**config.mk**
```make
export PLATFORM = sky130hd
export DESIGN_NAME = mem_port_arbiter_flat
export DESIGN_NICKNAME = d
export VERILOG_FILES = /design/src/rtl/mem_port_arbiter_if.sv /design/src/rtl/mem_port_arbiter.sv /design/src/flat_wrapper.sv
export SDC_FILE = /design/constraint.sdc
export NUM_CORES = 1
export LEC_CHECK = 0
export CELL_PAD_IN_SITES_DETAIL_PLACEMENT = 1
export CELL_PAD_IN_SITES_GLOBAL_PLACEMENT = 2
export CORE_MARGIN = 3
export CORE_UTILIZATION = 18
export CTS_CLUSTER_SIZE = 20
export DETAILED_ROUTE_END_ITERATION = 12
export GPL_TIMING_DRIVEN = 0
export PLACE_DENSITY_LB_ADDON = 0.1
export SKIP_LAST_GASP = 1
export SLEW_MARGIN = 15
export SYNTH_ARGS = -nofsm -noshare
export SYNTH_HDL_FRONTEND = slang
export SYNTH_SLANG_ARGS = --single-unit
```
**constraint.sdc**
```tcl
create_clock -name clk -period 4.2 [get_ports clk]
set_input_delay 1.26 -clock clk [delete_from_list [all_inputs] [get_ports clk]]
set_output_delay 1.26 -clock clk [all_outputs]
set_load 0.05 [all_outputs]
```
**src/rtl/mem_port_arbiter_if.sv**
```systemverilog
`default_nettype none
// ============================================================================
//  Module   : mem_port_arbiter_if
//  Purpose  : Request/response and RAM-drive bundle for mem_port_arbiter.
//  Revision : 1.0  initial release
// ============================================================================
interface mem_port_arbiter_if #(
    parameter int ADDR_WIDTH = 10,
    parameter int DATA_WIDTH = 32
);
    logic                  i_req_valid;
    logic                  i_req_ready;
    logic [31:0]           i_req_addr;
    logic                  i_rsp_valid;
    logic [DATA_WIDTH-1:0] i_rsp_data;
    logic                  i_rsp_err;

    logic                  d_req_valid;
    logic                  d_req_ready;
    logic                  d_req_we;
    logic [31:0]           d_req_addr;
    logic [DATA_WIDTH-1:0] d_req_wdata;
    logic                  d_rsp_valid;
    logic [DATA_WIDTH-1:0] d_rsp_data;
    logic                  d_rsp_err;

    logic                  mem_we;
    logic [ADDR_WIDTH-1:0] mem_addr;
    logic [DATA_WIDTH-1:0] mem_wdata;
    logic [DATA_WIDTH-1:0] mem_rdata;

    // Environment side: requesters plus the RAM.
    modport master (
        output i_req_valid, i_req_addr,
        output d_req_valid, d_req_we, d_req_addr, d_req_wdata,
        output mem_rdata,
        input  i_req_ready, i_rsp_valid, i_rsp_data, i_rsp_err,
        input  d_req_ready, d_rsp_valid, d_rsp_data, d_rsp_err,
        input  mem_we, mem_addr, mem_wdata
    );

    // Arbiter side.
    modport slave (
        input  i_req_valid, i_req_addr,
        input  d_req_valid, d_req_we, d_req_addr, d_req_wdata,
        input  mem_rdata,
        output i_req_ready, i_rsp_valid, i_rsp_data, i_rsp_err,
        output d_req_ready, d_rsp_valid, d_rsp_data, d_rsp_err,
        output mem_we, mem_addr, mem_wdata
    );
endinterface
`default_nettype wire

```
**src/rtl/mem_port_arbiter.sv**
```systemverilog
`default_nettype none
// ============================================================================
//  Module   : mem_port_arbiter
//  Purpose  : Shares a single-port word RAM between fetch (I) and load/store
//             (D); D has priority, a starvation counter guarantees I progress.
//  Revision : 1.0  initial release
// ============================================================================
module mem_port_arbiter #(
    parameter int ADDR_WIDTH   = 10,
    parameter int DATA_WIDTH   = 32,
    parameter int STARVE_LIMIT = 4
) (
    input  wire logic         clk,
    input  wire logic         rst,
    mem_port_arbiter_if.slave bus
);

    localparam int                 c_CNT_W      = $clog2(STARVE_LIMIT + 1);
    localparam logic [c_CNT_W-1:0] c_STARVE_MAX = c_CNT_W'(STARVE_LIMIT);

    logic [c_CNT_W-1:0]    r_starve_cnt;
    logic                  r_i_rsp_valid;
    logic                  r_i_rsp_err;
    logic [DATA_WIDTH-1:0] r_i_rsp_data;
    logic                  r_d_rsp_valid;
    logic                  r_d_rsp_err;
    logic [DATA_WIDTH-1:0] r_d_rsp_data;

    logic                  w_i_prio;
    logic                  w_grant_i;
    logic                  w_grant_d;
    logic                  w_accept;
    logic [31:0]           w_addr;
    logic                  w_err;
    logic                  w_store;
    logic [DATA_WIDTH-1:0] w_rsp_data;

    // Grants are gated by rst so nothing is accepted while reset is held.
    always_comb begin
        w_i_prio   = (r_starve_cnt == c_STARVE_MAX);
        w_grant_i  = !rst && bus.i_req_valid && (!bus.d_req_valid || w_i_prio);
        w_grant_d  = !rst && bus.d_req_valid && !w_grant_i;
        w_accept   = w_grant_i || w_grant_d;
        w_addr     = w_grant_i ? bus.i_req_addr : bus.d_req_addr;
        w_err      = w_accept && ((w_addr[1:0] != 2'b00) ||
                                  ((w_addr >> (ADDR_WIDTH + 2)) != 32'd0));
        w_store    = w_grant_d && bus.d_req_we;
        w_rsp_data = (w_accept && !w_err && !w_store) ? bus.mem_rdata : '0;
    end

    assign bus.i_req_ready = w_grant_i;
    assign bus.d_req_ready = w_grant_d;
    assign bus.mem_we      = w_store && !w_err;
    assign bus.mem_addr    = w_accept ? w_addr[ADDR_WIDTH+1:2] : '0;
    assign bus.mem_wdata   = w_grant_d ? bus.d_req_wdata : '0;

    always_ff @(posedge clk) begin
        if (rst) begin
            r_starve_cnt <= '0;
        end else if (w_grant_i) begin
            r_starve_cnt <= '0;
        end else if (bus.i_req_valid && (r_starve_cnt != c_STARVE_MAX)) begin
            r_starve_cnt <= r_starve_cnt + c_CNT_W'(1);
        end
    end

    always_ff @(posedge clk) begin
        if (rst) begin
            r_i_rsp_valid <= 1'b0;
            r_i_rsp_err   <= 1'b0;
            r_i_rsp_data  <= '0;
            r_d_rsp_valid <= 1'b0;
            r_d_rsp_err   <= 1'b0;
            r_d_rsp_data  <= '0;
        end else begin
            r_i_rsp_valid <= w_grant_i;
            r_i_rsp_err   <= w_grant_i && w_err;
            r_i_rsp_data  <= w_grant_i ? w_rsp_data : '0;
            r_d_rsp_valid <= w_grant_d;
            r_d_rsp_err   <= w_grant_d && w_err;
            r_d_rsp_data  <= w_grant_d ? w_rsp_data : '0;
        end
    end

    // Masking with rst drops a response that is in flight when reset arrives.
    assign bus.i_rsp_valid = r_i_rsp_valid && !rst;
    assign bus.i_rsp_err   = r_i_rsp_err && !rst;
    assign bus.i_rsp_data  = rst ? '0 : r_i_rsp_data;
    assign bus.d_rsp_valid = r_d_rsp_valid && !rst;
    assign bus.d_rsp_err   = r_d_rsp_err && !rst;
    assign bus.d_rsp_data  = rst ? '0 : r_d_rsp_data;

endmodule
`default_nettype wire

```
**src/flat_wrapper.sv**
```systemverilog
// flat-port wrapper written by rule: the top's interface ports become plain ports
module mem_port_arbiter_flat 
#(
    parameter int ADDR_WIDTH   = 10,
    parameter int DATA_WIDTH   = 32,
    parameter int STARVE_LIMIT = 4
)
  (clk, rst, bus_i_req_valid, bus_i_req_addr, bus_d_req_valid, bus_d_req_we, bus_d_req_addr, bus_d_req_wdata, bus_mem_rdata, bus_i_req_ready, bus_i_rsp_valid, bus_i_rsp_data, bus_i_rsp_err, bus_d_req_ready, bus_d_rsp_valid, bus_d_rsp_data, bus_d_rsp_err, bus_mem_we, bus_mem_addr, bus_mem_wdata);
  mem_port_arbiter_if #(.ADDR_WIDTH(ADDR_WIDTH), .DATA_WIDTH(DATA_WIDTH)) bus_i ();
  input  wire logic clk;
  input  wire logic rst;
  input wire logic [$bits(bus_i.i_req_valid)-1:0] bus_i_req_valid;
  input wire logic [$bits(bus_i.i_req_addr)-1:0] bus_i_req_addr;
  input wire logic [$bits(bus_i.d_req_valid)-1:0] bus_d_req_valid;
  input wire logic [$bits(bus_i.d_req_we)-1:0] bus_d_req_we;
  input wire logic [$bits(bus_i.d_req_addr)-1:0] bus_d_req_addr;
  input wire logic [$bits(bus_i.d_req_wdata)-1:0] bus_d_req_wdata;
  input wire logic [$bits(bus_i.mem_rdata)-1:0] bus_mem_rdata;
  output wire logic [$bits(bus_i.i_req_ready)-1:0] bus_i_req_ready;
  output wire logic [$bits(bus_i.i_rsp_valid)-1:0] bus_i_rsp_valid;
  output wire logic [$bits(bus_i.i_rsp_data)-1:0] bus_i_rsp_data;
  output wire logic [$bits(bus_i.i_rsp_err)-1:0] bus_i_rsp_err;
  output wire logic [$bits(bus_i.d_req_ready)-1:0] bus_d_req_ready;
  output wire logic [$bits(bus_i.d_rsp_valid)-1:0] bus_d_rsp_valid;
  output wire logic [$bits(bus_i.d_rsp_data)-1:0] bus_d_rsp_data;
  output wire logic [$bits(bus_i.d_rsp_err)-1:0] bus_d_rsp_err;
  output wire logic [$bits(bus_i.mem_we)-1:0] bus_mem_we;
  output wire logic [$bits(bus_i.mem_addr)-1:0] bus_mem_addr;
  output wire logic [$bits(bus_i.mem_wdata)-1:0] bus_mem_wdata;
  assign bus_i.i_req_valid = bus_i_req_valid;
  assign bus_i.i_req_addr = bus_i_req_addr;
  assign bus_i.d_req_valid = bus_d_req_valid;
  assign bus_i.d_req_we = bus_d_req_we;
  assign bus_i.d_req_addr = bus_d_req_addr;
  assign bus_i.d_req_wdata = bus_d_req_wdata;
  assign bus_i.mem_rdata = bus_mem_rdata;
  assign bus_i_req_ready = bus_i.i_req_ready;
  assign bus_i_rsp_valid = bus_i.i_rsp_valid;
  assign bus_i_rsp_data = bus_i.i_rsp_data;
  assign bus_i_rsp_err = bus_i.i_rsp_err;
  assign bus_d_req_ready = bus_i.d_req_ready;
  assign bus_d_rsp_valid = bus_i.d_rsp_valid;
  assign bus_d_rsp_data = bus_i.d_rsp_data;
  assign bus_d_rsp_err = bus_i.d_rsp_err;
  assign bus_mem_we = bus_i.mem_we;
  assign bus_mem_addr = bus_i.mem_addr;
  assign bus_mem_wdata = bus_i.mem_wdata;
  mem_port_arbiter #(.ADDR_WIDTH(ADDR_WIDTH), .DATA_WIDTH(DATA_WIDTH), .STARVE_LIMIT(STARVE_LIMIT)) u_core (.clk(clk), .rst(rst), .bus(bus_i));
endmodule
```
==> summary.md <==
| Metric | Value |
|---|---|
| Cell taking the most area after synthesis | `dfxtp_1` |
| Initial antenna violation count | `0` |
| HPWL Detailed | `12000 um` |
| Worst Path Required | `2.94 ns` |
| DRC | `0` |
| Post-synth top area share | `42.0%` |
| Die H | `143 um` |
| Clock power share | `45.2%` |
| Dpl cell area | `6150 um^2` |
| Cells after Synth | `380` |
| PD cells | `280 nW/um^2` |
| MaxCap Viol Count | `0` |
| CORE AREA | `18200 um^2` |
| Flops & latches, synth | `71` |
| Internal power component | `0.00136 W` |
| Leakage | `2.79 nW` |
| Fin area | `6500 um^2` |
| DR WL/cell | `17.1 um` |
| Seq/Total Area, Yosys | `42.0%` |
| Vias/cell | `4.20` |
| All-Layer GR Usage | `14.6%` |
| Nets | `777` |
| Async S/R FF share, synth | `0%` |
| Chip Width | `143 um` |
| Unique masters post-synth | `27` |
| Pre-CTS setup slack | `-1.23 ns` |
| EDFF count, synth | `0` |
| CTS Buffer Depth | `2` |
| TritonCTS clock tree | `yes` |
| Register-to-Register Setup Slack | `1.61 ns` |
| Fin worst setup slack | `0.0647 ns` |
| Clk_lat worst skew | `0.34 ns` |
| Worst Path Arrival | `2.88 ns` |
| Syn_area_per_cell | `8.90 um^2` |
| Net Sw Frac | `25.0%` |
| IO buf count | `244` |
| CTS clk-pin slew, worst paths | `0.06 ns` |
| Layout Cells excl Fill | `876` |
| Sequential share of power | `37.2%` |
| Fin crit period | `4.14 ns` |
| Net Switching | `0.000454 W` |
| Clock Sinks | `71` |
| RePlAce Congestion | `0.721` |
| Clock Tree Root | `clkbuf_16` |
| Largest net degree at the start of global routing | `20` |
| Final count of hold timing violations | `0` |
| Worst Skew | `0.00653 ns` |
| CP startpoint kind | `input pin` |
| Commonest cells after routing, fill and taps aside | `clkdlybuf4s50_1 (99), dlygate4sd2_1 (71), dfxtp_1 (71), nor2b_1 (68), and2_1 (64)` |
| Run status | `complete, no violations` |
| Synth top area cells | `dfxtp_1 (42%), nor2b_1 (13%), and2_1 (12%)` |
| VDD IR-drop max | `0.136 mV` |
| Rel. slew slack | `63.1%` |
| Htree depth | `3` |
| I/O pin cnt | `246` |
| Total grt overflow | `0` |
| Vias | `3682` |
| Row count | `49` |
| Starting Density | `18.6%` |
| Antenna diodes | `0` |
| CTS Buf Count | `9` |
| Min-delay worst type | `flip-flop to flip-flop` |
| Final Max Slew Viols | `0` |
| Most common flop cell mapped by yosys | `dfxtp_1` |
| DRT Wirelength | `15000 um` |
| Crit Path Category | `input pin to output port` |
| Post-synth net total | `515` |
| Final setup violation count | `0` |
| Final worst path period share | `98.5%` |
| Crit path max fanout | `6` |
| Max Clk Rate | `0.242 GHz` |
| Worst slew pin tran | `0.556 ns` |
| Total die area | `20500 um^2` |
| Detailed Routing Iterations Pass 1 | `4` |
| First-pass GRT wire length | `22800 um` |
| Combinational power share | `17.5%` |
| Synthesized area | `3380 um^2` |
| Antenna viol nets, final | `0` |
| Fraction of layout cells with a size suffix above 1 | `23.8%` |
| Placed instance count | `853` |
| Most common cell after layout, fill and taps aside | `clkdlybuf4s50_1` |
| Crit path capture type | `output port` |
| Yosys Warn Count | `0` |
| Vias in the first global route | `4150` |
| Area grow syn2layout | `92.1%` |
| Starting DRC count in detailed routing | `69` |
cell usage after synthesis, types with 2 or more instances:
cell and n:
nor4_1 10, ha_1 2, nor2b_1 68, nand4_1 2, nand2_1 23, buf_2 6, clkbuf_1 26, buf_6 4
nand3_1 3, a21oi_1 14, a21oi_2 30, nor2_1 8, a311oi_1 2, nand4b_1 32, dfxtp_1 71, inv_1 5
and2_1 64
routing by layer:
layer,vias up,wire (um),GRT usage (%)
li1,1789,-,-
met5,-,0,0
met2,165,7620,26.0
met3,15,1380,5.32
met1,1713,5730,16.0
met4,0,259,5.05
cells by family after synthesis:
family / after synthesis / share of synthesized area, %
adder cells (fa/ha/maj): 2 / 0.740
AND/OR/NAND/NOR: 217 / 40.3
AO/OA/AOI/OAI: 48 / 10.9
flip-flops: 71 / 42.0
buffers and inverters: 41 / 5.66
multiplexers: 1 / 0.333
worst max-delay path, cell delays in order:
cell and delay (ns):
dlygate4sd2_1 0.29, or3b_4 0.39, buf_6 0.14, or3_4 0.37, buf_12 0.14, a21oi_4 0.11, buf_6 0.17
registers in the layout, indices dropped and copies added (netlist names):
register / count
u_core.r_d_rsp_data: 32
u_core.r_d_rsp_err: 1
u_core.r_d_rsp_valid: 1
u_core.r_i_rsp_data: 32
u_core.r_i_rsp_err: 1
u_core.r_i_rsp_valid: 1
u_core.r_starve_cnt: 3
final cells by class:
class                           instances  area [um^2]
Buffer                                 33          195
Clock buffer                           11          243
Clock inverter                          5         81.3
Fill cell                            2098        11700
Inverter                                5         18.8
Multi-Input combinational cell        268         1880
Sequential cell                        71         1420
Tap cell                              229          287
Timing Repair Buffer                  254         2370
power groups by stage:
stage / logic, W / registers, W / clock network [W]
after floorplan: 0.000138 / 0.000691 / 0
after global placement: 0.000329 / 0.000692 / 0
after detailed placement: 0.000333 / 0.000692 / 0
after CTS: 0.000322 / 0.000677 / 0.000850
after global routing: 0.000342 / 0.000677 / 0.000880
final: 0.000319 / 0.000677 / 0.000823
worst paths after layout:
| kind | start | end | cells after the start |
|---|---|---|---|
| setup / recovery | rst | bus_mem_we | 7 |
| hold / removal | u_core.r_starve_cnt[1] | u_core.r_starve_cnt[1] | 2 |
| setup reg to reg | u_core.r_starve_cnt[0] | u_core.r_i_rsp_data[31] | 9 |
| hold reg to reg | u_core.r_starve_cnt[1] | u_core.r_starve_cnt[1] | 2 |
through the flow:
step	hold slack, ns	TNS (ns)	util (%)	total power [W]
after detailed placement	0.511	-88.80	33.8	0.00102
after floorplan	0.462	0	-	0.000829
after CTS	0.521	0	35.4	0.00185
after global placement	0.475	-91.47	33.8	0.00102
after global routing	0.559	-0.0282	35.7	0.00190
final	0.516	0	35.7	0.00182
timing repair:
item                                   CTS  global route
endpoints found under the hold margin    0             0
gates resized for setup                246            77
buffers inserted                         8             2
setup endpoints to repair              113            65
pin swaps                               11             8
hold buffers                             0             0
No activity file was read; power rests on OpenSTA's default activity.
